[src/rtl/output_writeback.sv]
// output_writeback: buffers activation result rows in a small FIFO and writes
// them into BRAM A port 0 at base + n*stride, only in cycles where the port is
// granted. Outputs are registered and never depend combinationally on grant.
module output_writeback #(
  parameter int unsigned DWIDTH            = 8,
  parameter int unsigned MAT_MUL_SIZE      = 4,
  parameter int unsigned MASK_WIDTH        = 4,
  parameter int unsigned AWIDTH            = 10,
  parameter int unsigned ADDR_STRIDE_WIDTH = 8,
  parameter int unsigned FIFO_DEPTH        = 4
) (
  input  logic                           clk,
  input  logic                           reset,
  input  logic                           start,
  input  logic [AWIDTH-1:0]              address_mat_c,
  input  logic [ADDR_STRIDE_WIDTH-1:0]   address_stride_c,
  input  logic [7:0]                     num_rows,
  input  logic                           in_data_available,
  input  logic [MAT_MUL_SIZE*DWIDTH-1:0] in_data,
  input  logic [MASK_WIDTH-1:0]          validity_mask,
  input  logic                           bram_grant,
  output logic [AWIDTH-1:0]              bram_addr,
  output logic [MAT_MUL_SIZE*DWIDTH-1:0] bram_wdata,
  output logic [MASK_WIDTH-1:0]          bram_we,
  output logic                           bram_wdata_available,
  output logic                           busy,
  output logic                           done_write,
  output logic                           fifo_overflow
);

  localparam int unsigned ROW_W      = MAT_MUL_SIZE * DWIDTH;
  localparam int unsigned ENTRY_W    = ROW_W + MASK_WIDTH;
  localparam int unsigned PTR_W      = $clog2(FIFO_DEPTH);
  localparam int unsigned PTR_FULL_W = PTR_W + 1;
  localparam int unsigned CNT_W      = 8;

  typedef enum logic [1:0] {
    S_IDLE   = 2'd0,
    S_ACTIVE = 2'd1,
    S_DONE   = 2'd2
  } state_t;

  state_t                       state_q;
  state_t                       state_d;

  // Run configuration latched at start
  logic [CNT_W-1:0]             num_rows_q;
  logic [ADDR_STRIDE_WIDTH-1:0] stride_q;
  logic [AWIDTH-1:0]            cur_addr_q;
  logic [CNT_W-1:0]             row_cnt_q;

  // Row FIFO; pointers carry one extra wrap bit to tell full from empty
  logic [ENTRY_W-1:0]           fifo_mem [FIFO_DEPTH];
  logic [PTR_FULL_W-1:0]        wr_ptr_q;
  logic [PTR_FULL_W-1:0]        rd_ptr_q;
  logic                         fifo_empty_c;
  logic                         fifo_full_c;
  logic [ENTRY_W-1:0]           head_c;

  // Per-cycle control decisions
  logic                         start_c;
  logic                         pop_c;
  logic                         push_c;
  logic                         drop_c;
  logic                         last_pop_c;
  logic                         busy_d;

  assign fifo_empty_c = (wr_ptr_q == rd_ptr_q);
  assign fifo_full_c  = (wr_ptr_q[PTR_W] != rd_ptr_q[PTR_W]) &&
                        (wr_ptr_q[PTR_W-1:0] == rd_ptr_q[PTR_W-1:0]);
  assign head_c       = fifo_mem[rd_ptr_q[PTR_W-1:0]];

  // State register
  always_ff @(posedge clk) begin
    if (reset) begin
      state_q <= S_IDLE;
    end else begin
      state_q <= state_d;
    end
  end

  // Next-state logic
  always_comb begin
    state_d = state_q;
    case (state_q)
      S_IDLE: begin
        if (start) begin
          state_d = (num_rows == 8'd0) ? S_DONE : S_ACTIVE;
        end
      end
      S_ACTIVE: begin
        if (last_pop_c) begin
          state_d = S_DONE;
        end
      end
      S_DONE:  state_d = S_IDLE;
      default: state_d = S_IDLE;
    endcase
  end

  // Output/control decode: push, pop, drop and next busy value
  always_comb begin
    start_c    = 1'b0;
    pop_c      = 1'b0;
    push_c     = 1'b0;
    drop_c     = 1'b0;
    last_pop_c = 1'b0;
    busy_d     = 1'b0;
    case (state_q)
      S_IDLE: begin
        start_c = start;
      end
      S_ACTIVE: begin
        pop_c      = !fifo_empty_c && bram_grant;
        // a pop in the same cycle frees the slot, so a full FIFO still accepts
        push_c     = in_data_available && (!fifo_full_c || pop_c);
        drop_c     = in_data_available && fifo_full_c && !pop_c;
        last_pop_c = pop_c && (CNT_W'(row_cnt_q + CNT_W'(1)) == num_rows_q);
      end
      default: begin
      end
    endcase
    // stays high through the cycle that carries done_write
    busy_d = (state_d != S_IDLE) || (state_q == S_DONE);
  end

  // FIFO storage; contents need no reset because pointers gate every read
  always_ff @(posedge clk) begin
    if (push_c) begin
      fifo_mem[wr_ptr_q[PTR_W-1:0]] <= {in_data, validity_mask};
    end
  end

  // Configuration, pointers, address walk and counters
  always_ff @(posedge clk) begin
    if (reset) begin
      num_rows_q <= '0;
      stride_q   <= '0;
      cur_addr_q <= '0;
      row_cnt_q  <= '0;
      wr_ptr_q   <= '0;
      rd_ptr_q   <= '0;
    end else if (start_c) begin
      num_rows_q <= num_rows;
      stride_q   <= address_stride_c;
      cur_addr_q <= address_mat_c;
      row_cnt_q  <= '0;
      wr_ptr_q   <= '0;
      rd_ptr_q   <= '0;
    end else if (state_q == S_DONE) begin
      // discard rows that arrived beyond num_rows
      wr_ptr_q <= '0;
      rd_ptr_q <= '0;
    end else begin
      if (push_c) begin
        wr_ptr_q <= wr_ptr_q + PTR_FULL_W'(1);
      end
      if (pop_c) begin
        rd_ptr_q   <= rd_ptr_q + PTR_FULL_W'(1);
        cur_addr_q <= cur_addr_q + AWIDTH'(stride_q);
        row_cnt_q  <= row_cnt_q + CNT_W'(1);
      end
    end
  end

  // Registered BRAM write port and status outputs
  always_ff @(posedge clk) begin
    if (reset) begin
      bram_addr            <= '0;
      bram_wdata           <= '0;
      bram_we              <= '0;
      bram_wdata_available <= 1'b0;
      busy                 <= 1'b0;
      done_write           <= 1'b0;
      fifo_overflow        <= 1'b0;
    end else begin
      bram_wdata           <= '0;
      bram_we              <= '0;
      bram_wdata_available <= 1'b0;
      if (pop_c) begin
        bram_addr            <= cur_addr_q;
        bram_wdata           <= head_c[ENTRY_W-1:MASK_WIDTH];
        bram_we              <= head_c[MASK_WIDTH-1:0];
        bram_wdata_available <= 1'b1;
      end
      busy       <= busy_d;
      done_write <= (state_q == S_DONE);
      if (start_c) begin
        fifo_overflow <= 1'b0;
      end else if (drop_c) begin
        fifo_overflow <= 1'b1;
      end
    end
  end

endmodule

[config.mk]
export PLATFORM = sky130hd
export DESIGN_NAME = output_writeback
export DESIGN_NICKNAME = d
export VERILOG_FILES = /design/src/rtl/output_writeback.sv
export SDC_FILE = /design/constraint.sdc
export NUM_CORES = 1
export LEC_CHECK = 0
export CELL_PAD_IN_SITES_DETAIL_PLACEMENT = 0
export CELL_PAD_IN_SITES_GLOBAL_PLACEMENT = 1
export CORE_MARGIN = 2
export CORE_UTILIZATION = 40
export DETAILED_ROUTE_END_ITERATION = 10
export MAX_ROUTING_LAYER = met4
export PLACE_DENSITY = 0.73
export SYNTH_ARGS = -nofsm -noshare
export SYNTH_HDL_FRONTEND = slang
export SYNTH_SLANG_ARGS = --single-unit
[constraint.sdc]
create_clock -name clk -period 3 [get_ports clk]
set_clock_uncertainty 0.1 [all_clocks]
set_input_delay 0.9 -clock clk [delete_from_list [all_inputs] [get_ports clk]]
set_output_delay 0.9 -clock clk [all_outputs]
set_load 0.03 [all_outputs]
# == Word-level counts from Yosys, hierarchy flattened ==
# Memory sizes are Yosys's and may differ from the RTL's. A register that Yosys moved wholly into a read port is not among the register bits.
# Cells that the tools add are included.
# classes
n_addsub,4
n_eq_ne,7
mux,15
n_bitwise,2
reduce_logical,20
# ops
operator,count
$mux W10,3
$add A10 B8 Y10,1
$add A8 B1 Y8 const B,1
$eq A8 B8 Y1,1
$logic_not A8 Y1,1
$mux W1,8
$add A3 B1 Y3 const B,2
$logic_and A1 B1 Y1,6
$mux W2,3
$pmux W2 S2,1
$reduce_and A2 Y1,2
$reduce_bool A2 Y1,2
$reduce_or A2 Y1,2
$eq A3 B3 Y1,1
$logic_not A1 Y1,3
$reduce_or A3 Y1,1
$eq A2 B1 Y1 const B,1
$eq A2 B2 Y1,1
$eq A2 B2 Y1 const B,1
$logic_not A2 Y1,1
$logic_or A1 B1 Y1,2
$ne A2 B2 Y1 const B,1
$not A1 Y1,2
$ne A1 B1 Y1,1
# totals
reg_bits,56
ram_bits,144
in_bits,67
wordCells,61
memories,1
# mem_list
name,words,word_bits,read_ports,rd_ports_with_merged_regs,write_ports,line,rtl
fifo_mem,4,36,1,1,1,53,logic [ENTRY_W-1:0] fifo_mem [FIFO_DEPTH];

# == Depth between registers and ports, before layout ==
# Gate-level depths: netlist of the first run.
# logic_depth
word_depth,9
depth_mapped,9

# == Worst setup path before layout of the first run ==
# Ideal clock, no wire load.
# synth_timing
path_type,in2reg
start,input port bram_grant
end,"memory fifo_mem[3][0] (netlist bit), enable pin"
setup_time_ns,0.398
arrival_time_ns,2.308
required_ns,2.502
slack_ns,0.193
cell_stages,3
n_path_buf,0
path_cell_list,and4b_1 -> nor2_1 -> and2_1
# synth_via
elab_chain_len,6
# synth_lines
element,line,rtl
start: declaration,21,"input logic bram_grant,"
$logic_and A1 B1 Y1,114,pop_c = !fifo_empty_c && bram_grant;
$logic_or A1 B1 Y1,116,push_c = in_data_available && (!fifo_full_c || pop_c);
$logic_and A1 B1 Y1,116,
$mux W1,109,case (state_q)
$mux W1,129,if (push_c) begin
$mux W1 (implied by the code),130,"fifo_mem[wr_ptr_q[PTR_W-1:0]] <= {in_data, validity_mask};"
end: declaration,53,
# Every way passes these cells.

# == Worst setup path in the final report of the first run ==
# layout_timing
start,register fifo_overflow
end,output port fifo_overflow
# layout_rtl
element,line,rtl
start: declaration,28,output logic fifo_overflow
start signal: assignment,175,fifo_overflow <= 1'b0;
start signal: assignment,189,fifo_overflow <= 1'b0;
start signal: assignment,191,fifo_overflow <= 1'b1;
# No word-level cell between the ends.

==> flow_metrics.tcl, run 1 <==
set metrics [dict create \
    status "finished, final reports clean" \
    crit_required_ns 2.00 \
    floorplan.initialDensity_pct 40.9 \
    portBuffers 116 \
    path_cells "clkdlybuf4s50_1" \
    clock_latency_ns 0.52 \
    max_slew_margin_pct 50.5 \
    clkPwrFrac_pct 45.0 \
    grt_pass1_wl_microns 30000 \
    final.min_clock_period_ns 2.59 \
    htreeDepth 1 \
    grt_remaining_overflow 0 \
    worstPathArrival_ns 1.59 \
    startpoint_type "flop" \
    fp.dieArea_sq_um 23500 \
    synth-edff-count 144 \
    rsz0062_at_grt "no" \
    post_cts_resized 0 \
    synth_top_area_share_pct 48.5 \
    ant_nets 0 \
    drt_wl_total_microns 18500 \
    netlist.top_cell.by_area "edfxtp_1" \
    setup_viol 0 \
    nets 824 \
    fin_crit_sh_pct 86.2 \
    cts.sinks 236 \
    p_int_mw 5.57 \
    power.density_nw_per_um2 617 \
    dp_hpwl_microns 12100 \
    cts_buffers 25 \
    maxCapViolations 0 \
    r2r_cells 7 \
    clock-root-buffer "clkbuf_16" \
    final_core_util_pct 52.2 \
    crit_path_max_fanout 2 \
    ys_seq_area_share_pct 69.2 \
    area_growth_pct 27.8 \
    hold_viol 0 \
    first_global_vias 5526 \
    die_y_microns 153 \
    drt_pass1_iterations 4 \
    timing.rr.start "row_cnt_q[0]$_SDFFE_PP0P_" \
    synthCells 607 \
    combPwrFrac_pct 4.9 \
    path_delay_family "buffers and inverters" \
    gp_congestion 0.780 \
    yosysMostFrequentCell "edfxtp_1" \
    dieWidth_microns 153 \
    critical_path_class "reg -> out" \
    track_usage_pct 16.5 \
    pin_count 117 \
    hold_class "reg -> reg" \
    drtIter0Drc 247 \
    netlist_area_sq_um 8920 \
    avgViaCountPerCell 5.12 \
    core_area_sq_um 21800 \
    rr_endpoint "state_q[1]$_SDFF_PP0_" \
    yosysUniqueCellTypes 45 \
    syn_nets 689 \
    yosys-top-cells-area "edfxtp_1 (48%), dfxtp_1 (21%), mux4_2 (9.1%), nand2_1 (3.0%), and3_1 (2.6%)" \
    grt_max_degree 39 \
    synthFlopType "edfxtp_1" \
    worstMarginPinSlew_ns 0.743 \
    max_stage_delay_ns 0.70 \
    hold_start "bram_addr[5]$_SDFFE_PP0P_" \
    fmax_mhz 387 \
    end_kind "output pin" \
    clk_pin_slew_worst_paths_ns 0.06 \
    n_antenna_cell 0 \
    hold_end "bram_addr[5]$_SDFFE_PP0P_" \
    nFillCells 1799 \
    drv_slew 0 \
    whs_path_depth 2 \
    reg2reg_setup_slack_ns 0.76 \
    cp_slowest_cell "clkdlybuf4s50_1" \
    fin_tns_setup_ns 0 \
    synth-seq-cells 236 \
    syn_area_per_cell_sq_um 14.7 \
    hold_buffers 0 \
    yosysWarnings 0 \
    leakagePower_nw 3.94 \
    cts_buffer_depth 3 \
    p_seq_share_pct 50.1 \
    rows 54 \
    p_sw_mw 1.46 \
    worst-path-buf-inv 1 \
    switching_share_pct 20.7 \
    antenna_found_initial 0 \
    drc 0 \
    tritoncts "built" \
    netlist_top_cells_count "edfxtp_1 (144), dfxtp_1 (92), nand2_1 (71)" \
    cts_setup_buffers 0 \
    drive_gt1_share_pct 14.7 \
    avgRoutedWirePerCell_microns 17.8 \
    ir_worst_vdd_v 0.000476 \
    ys_async_sr_fraction_pct 0 \
    vias 5330 \
]
## cell families (layout without fill, tap and decap cells)
family / after synthesis / in the layout / share of synthesized area, %
adders and majority gates: 15 / 15 / 2.19
muxes: 38 / 38 / 9.32
buffers and inverters: 37 / 191 / 1.74
and+or+nand+nor: 176 / 176 / 9.74
DFF: 236 / 236 / 69.2
xor gates and xnor gates: 28 / 28 / 2.75
AOI/OAI and AO/OA: 77 / 77 / 5.11
## worst max path at each step
stage,start,endpoint,slack (ns),cells after the start
2_1_floorplan,bram_grant,fifo_mem[3][0]$_DFFE_PP_,0.19,3
3_3_place_gp,bram_grant,fifo_mem[0][3]$_DFFE_PP_,0.09,5
3_5_place_dp,bram_grant,wr_ptr_q[2]$_SDFFE_PP0P_,0.08,7
4_1_cts,fifo_overflow$_SDFFE_PP0P_,fifo_overflow,0.40,1
5_1_grt,fifo_overflow$_SDFFE_PP0P_,fifo_overflow,0.37,1
6_report,fifo_overflow$_SDFFE_PP0P_,fifo_overflow,0.41,1
## per-layer routing
layer  track usage (%)  part of all wire (%)  vias up
met5                 -                     0        -
li1                  -                     -     2529
met2              25.7                    46      143
met1              22.2                    46     2624
met4              3.84                   1.8        0
met3              3.52                   5.8       34
## state kept, by name, indices dropped and copies added, names as in the netlist
name and cells:
bram_addr 10, bram_wdata 32, bram_wdata_available 1, bram_we 4, busy 1, cur_addr_q 10
done_write 1, fifo_mem 144, fifo_overflow 1, num_rows_q 8, rd_ptr_q 3, row_cnt_q 8
state_q 2, stride_q 8, wr_ptr_q 3
## layout make-up
cell class	count	area [sq um]	share of cell area, %
Sequential cell	236	6170	54.1
Multi-Input combinational cell	334	2610	22.9
Timing Repair Buffer	137	1380	12.1
Inverter	8	30.0	0.264
Tap cell	280	350	3.07
Clock inverter	18	209	1.83
Clock buffer	28	647	5.68
## cells in the final DEF (no fill, tap or decap), types with 2 or more instances in the layout
master,synthesis,layout
edfxtp_1,144,144
clkdlybuf4s50_1,0,116
dfxtp_1,92,90
nand2_1,71,71
a21oi_1,39,39
and3_1,37,37
mux4_2,36,36
nor2_1,27,27
clkbuf_16,0,25
xnor2_1,18,18
o21ai_0,18,18
buf_4,0,16
ha_1,14,14
xor2_1,10,10
inv_1,8,8
nand3_1,7,7
nor3_1,6,6
a211oi_1,6,6
nor2b_1,5,5
clkinv_2,0,5
buf_12,0,5
and2_2,0,4
nor4_1,4,4
clkinvlp_4,0,4
bufinv_16,0,4
and4b_1,2,2
nand3b_1,2,2
mux2i_1,2,2
or3_1,2,2
o21a_1,2,2
o22ai_1,2,2
nand2b_1,2,2
a31oi_1,2,2
inv_6,0,2
clkinv_1,0,2
clkbuf_1,21,2
dfxtp_2,0,2
## power groups by stage
stage	Sequential, mW	Clock [mW]	Combinational (mW)
floorplan	3.59	0	0.159
global placement	3.59	0	0.335
detailed placement	3.59	0	0.343
CTS	3.52	3.23	0.345
global route	3.53	3.38	0.378
finish	3.52	3.16	0.341
## metrics by stage
| step | worst slack, ns | total power [mW] | hold WS (ns) | cell area [sq um] | instances |
|---|---|---|---|---|---|
| after detailed placement | 0.0765 | 3.94 | 0.352 | 10500 | 995 |
| after CTS | 0.403 | 7.10 | 0.360 | 11400 | 1041 |
| after global placement | 0.0948 | 3.92 | 0.347 | 10500 | 995 |
| after global routing | 0.367 | 7.28 | 0.382 | 11400 | 1041 |
| after floorplan | 0.193 | 3.75 | 0.341 | 8920 | 607 |
| final | 0.413 | 7.03 | 0.356 | 11400 | 1041 |
Power figures use the tool's default switching activity.
==> run 2, diff against run 1 <==
Settings changed: CAP_MARGIN set to 0, CORE_MARGIN 2 to unset.
==> flow_metrics.tcl, run 2 (synthesis gave the netlist of run 1 again) <==
set metrics [dict create \
    track_usage_pct 16.8 \
    ir_worst_vdd_v 0.000498 \
    crit_path_max_fanout 1 \
    rsz0062_at_grt "no" \
    r2r_cells 7 \
    grt_remaining_overflow 0 \
    largest_reg_flops 144 \
    final.min_clock_period_ns 2.61 \
    reg2reg_setup_slack_ns 0.78 \
    path_delay_family "buffers and inverters" \
    drtIter0Drc 247 \
    startpoint "bram_wdata[29]$_SDFF_PP0_" \
    rows 54 \
    whs_path_depth 2 \
    hold_buffers 0 \
    hold_start "bram_addr[3]$_SDFFE_PP0P_" \
    rr_endpoint "state_q[1]$_SDFF_PP0_" \
    fin_crit_sh_pct 87.0 \
    drive_gt1_share_pct 13.9 \
    ant_nets 0 \
    fp.dieArea_sq_um 22900 \
    max_slew_margin_pct 50.2 \
    use_met1_pct 22.0 \
    vias 5293 \
    final_core_util_pct 52.4 \
    critical_path_class "reg -> out" \
    busiest_layer "met2" \
    clock-root-buffer "clkbuf_16" \
    fin_tns_setup_ns 0 \
    whs_ns 0.354 \
    grt_max_degree 45 \
    drt_pass1_iterations 4 \
    tritoncts "built" \
    power.density_nw_per_um2 627 \
    clock_latency_ns 0.53 \
    first_global_vias 5518 \
    hold_viol 0 \
    worst-path-buf-inv 1 \
    avgRoutedWirePerCell_microns 17.6 \
    antenna_found_initial 0 \
    worst_slack_ns 0.391 \
    place_ws_ns 0.178 \
    stdcell_count 1039 \
    dp_cells 992 \
    pin_count 117 \
    hold_class "reg -> reg" \
    worstPathArrival_ns 1.61 \
    portBuffers 116 \
    maxCapViolations 0 \
    total_power_mw 7.16 \
    gp_congestion 0.781 \
    clk_pin_slew_worst_paths_ns 0.06 \
    cp_num_cells 1 \
    path_cells "clkdlybuf4s50_1" \
    cts_buffers 25 \
    grt_pass1_wl_microns 28700 \
    dieWidth_microns 151 \
    cts_buffer_depth 3 \
    core_area_sq_um 21800 \
    end_kind "output pin" \
    leakagePower_nw 3.95 \
    final_cell_mix "edfxtp_1 (144), clkdlybuf4s50_1 (116), dfxtp_1 (90), nand2_1 (71), a21oi_1 (39)" \
    fmax_mhz 383 \
    final_area_sq_um 11400 \
    nets 821 \
    setup_viol 0 \
    floorplan.initialDensity_pct 40.9 \
    post_cts_resized 0 \
    drc 0 \
    cp_slowest_cell "clkdlybuf4s50_1" \
    placed_area_sq_um 10500 \
    startpoint_type "flop" \
    nFillCells 1814 \
    max_stage_delay_ns 0.69 \
    crit_required_ns 2.00 \
    dp_hpwl_microns 11400 \
    timing.rr.start "row_cnt_q[0]$_SDFFE_PP0P_" \
    status "finished, final reports clean" \
    met3_usage_pct 3.43 \
    drv_slew 0 \
    cts.sinks 236 \
    drt_wl_total_microns 18300 \
    worstMarginPinSlew_ns 0.747 \
    grt_use_met2_pct 26.7 \
    avgViaCountPerCell 5.09 \
    crit_end "bram_wdata[29]" \
    die_y_microns 151 \
    cts_setup_buffers 0 \
    layout.cells.most_common "edfxtp_1" \
    htreeDepth 1 \
    area_growth_pct 28.2 \
]
[run 2: cell types whose count changed in the layout (fill, tap and decap cells not counted), sizes merged]
cell,delta
inv,-1
diode,+1
buf,-3
clkbuf,+2
clkinvlp,-3
bufinv,+2
[run 2: worst min-delay path, cell delays in order, from the launching register on]
cell     delay, ns
dfxtp_1       0.31
nand2_1       0.05
a21oi_1       0.05
[run 2: final cells by class]
cell class	count	area (sq um)	area share (%)
Timing Repair Buffer	134	1370	12.0
Inverter	8	30.0	0.263
Tap cell	280	350	3.07
Clock inverter	16	243	2.12
Antenna cell	1	2.50	0.0219
Sequential cell	236	6170	54.0
Multi-Input combinational cell	334	2610	22.8
Clock buffer	30	654	5.73
[run 2: how the worst min path moves through the flow]
stage                                end  slack, ns
2_1_floorplan   stride_q[0]$_SDFFE_PP0P_       0.34
3_3_place_gp   bram_addr[7]$_SDFFE_PP0P_       0.35
3_5_place_dp   bram_addr[5]$_SDFFE_PP0P_       0.35
4_1_cts        bram_addr[5]$_SDFFE_PP0P_       0.36
5_1_grt        bram_addr[4]$_SDFFE_PP0P_       0.37
6_report       bram_addr[3]$_SDFFE_PP0P_       0.35
[run 2: power breakdown]
part | internal (mW) | leakage [nW] | total (mW) | switching, mW
registers | 3.49 | 2.05 | 3.52 | 0.0304
clock network | 2.08 | 0.437 | 3.30 | 1.22
logic | 0.170 | 1.46 | 0.335 | 0.165
[run 2: per-layer routing]
metal	vias to the layer above	routed length (microns)
li1	2523	-
met4	0	375
met5	-	0
met2	142	8400
met1	2593	8390
met3	35	1150
==> run 3, diff against run 2 <==
--- a/config.mk
+++ b/config.mk
@@ -13,4 +13,5 @@
 export MAX_ROUTING_LAYER = met4
 export PLACE_DENSITY = 0.73
+export SETUP_SLACK_MARGIN = 0.3
 export SYNTH_ARGS = -nofsm -noshare
 export SYNTH_HDL_FRONTEND = slang
==> constraint.sdc (replaced) <==
create_clock -name clk -period 3 [get_ports clk]
set_clock_uncertainty 0.1 [all_clocks]
set_input_delay 0.3 -clock clk [delete_from_list [all_inputs] [get_ports clk]]
set_output_delay 0.3 -clock clk [all_outputs]
set_load 0.03 [all_outputs]
==> flow_metrics.tcl, run 3 (synthesis gave the netlist of run 1 again) <==
set metrics [dict create \
    critical_path_class "reg -> reg" \
    wl_met2_microns 8260 \
    vias 5315 \
    clock-root-buffer "clkbuf_16" \
    rsz0062_at_grt "no" \
    final.min_clock_period_ns 2.24 \
    htreeDepth 1 \
    largest_reg_flops 144 \
    clkPwrFrac_pct 46.1 \
    ant_nets 0 \
    portBuffers 116 \
    post_cts_resized 0 \
    drv_slew 0 \
    clock_latency_ns 0.51 \
    avgRoutedWirePerCell_microns 17.6 \
    total_power_mw 7.15 \
    switching_share_pct 19.7 \
    crit_required_ns 3.36 \
    n_antenna_cell 0 \
    worstPathArrival_ns 2.60 \
    drc 0 \
    dp_hpwl_microns 11200 \
    grt_remaining_overflow 0 \
    hold_class "in -> reg" \
    wl_met3_microns 1280 \
    cts.sinks 236 \
    drive_gt1_share_pct 13.6 \
    dieWidth_microns 151 \
    grt_pass1_wl_microns 28300 \
    status "finished, final reports clean" \
    drtIter0Drc 202 \
    hold_buffers 0 \
    fin_tns_setup_ns 0 \
    area_growth_pct 27.3 \
    p_int_mw 5.74 \
    maxCapViolations 0 \
    layout.cells.most_common "edfxtp_1" \
    pin_count 117 \
    whs_ns 0.248 \
    fin_crit_sh_pct 74.7 \
    worstMarginPinSlew_ns 0.744 \
    p_seq_share_pct 49.3 \
    nFillCells 1823 \
    startpoint_type "flop" \
    clk_pin_slew_worst_paths_ns 0.07 \
    final_cell_mix "edfxtp_1 (144), clkdlybuf4s50_1 (116), dfxtp_1 (90), nand2_1 (71), a21oi_1 (39)" \
    antenna_found_initial 0 \
    power.density_nw_per_um2 630 \
    nets 816 \
    gp_congestion 0.799 \
    fmax_mhz 446 \
    combPwrFrac_pct 4.6 \
    tritoncts "built" \
    first_global_vias 5347 \
    leakagePower_nw 3.92 \
    rows 54 \
    max_slew_margin_pct 50.4 \
    end_kind "flop" \
    placed_area_sq_um 10500 \
    grt_max_degree 39 \
    wirelength_met1_microns 8400 \
    cts_setup_buffers 0 \
    die_y_microns 151 \
    dr.max_layer_used "met4" \
    setup_viol 0 \
    floorplan.initialDensity_pct 40.9 \
    fp.dieArea_sq_um 22900 \
    cts_buffers 24 \
    core_area_sq_um 21800 \
    track_usage_pct 16.5 \
    crit_path_max_fanout 6 \
    avgViaCountPerCell 5.15 \
    drt_pass1_iterations 5 \
    cts_buffer_depth 3 \
    ir_worst_vdd_v 0.000502 \
    p_sw_mw 1.41 \
    final_area_sq_um 11300 \
    drt_wl_total_microns 18200 \
    hold_viol 0 \
]
[run 3: final cells by class]
type	instances	area, sq um	area share, %
timing repair buffer	130	1300	11.5
multi-input combinational	334	2610	23.0
clock buffer	30	664	5.85
sequential	236	6170	54.3
clock inverter	14	224	1.97
tap	280	350	3.09
inverter	8	30.0	0.265
[run 3: path summary, 6_finish.rpt]
| check | start | endpoint | slack (ns) | cells after the start |
|---|---|---|---|---|
| hold / removal | address_stride_c[4] | stride_q[4]$_SDFFE_PP0P_ | 0.25 | 3 |
| setup reg to reg | row_cnt_q[0]$_SDFFE_PP0P_ | state_q[1]$_SDFF_PP0_ | 0.76 | 7 |
| setup / recovery | row_cnt_q[0]$_SDFFE_PP0P_ | state_q[1]$_SDFF_PP0_ | 0.76 | 7 |
| hold reg to reg | bram_addr[2]$_SDFFE_PP0P_ | bram_addr[2]$_SDFFE_PP0P_ | 0.36 | 2 |
[run 3: metal layers]
layer,vias up,GRT usage [%]
li1,2506,-
met1,2584,23.1
met2,195,25.4
met3,30,2.86
met4,0,3.30
met5,-,-
[run 3: metrics by stage]
step | setup slack, ns | instances | utilization [%]
after floorplan | 0.518 | 607 | -
after global placement | 0.717 | 988 | 47.9
after detailed placement | 0.638 | 988 | 47.9
after CTS | 0.777 | 1032 | 52.0
after global routing | 0.630 | 1032 | 52.0
final | 0.760 | 1032 | 52.0
[run 3: power by group through the flow]
| stage | clock, mW | combinational, mW | sequential [mW] |
|---|---|---|---|
| after floorplan | 0 | 0.159 | 3.59 |
| after global placement | 0 | 0.323 | 3.59 |
| after detailed placement | 0 | 0.331 | 3.59 |
| after CTS | 3.36 | 0.333 | 3.52 |
| after global routing | 3.50 | 0.361 | 3.53 |
| final | 3.30 | 0.330 | 3.52 |
[run 3: critical path, cell delays in order (launching register included)]
cell and delay (ns):
dfxtp_1 0.43, ha_1 0.28, nand3_1 0.21, o21ai_1 0.17
nand2_1 0.06, or4_4 0.54, a2111oi_4 0.23, o21a_1 0.17
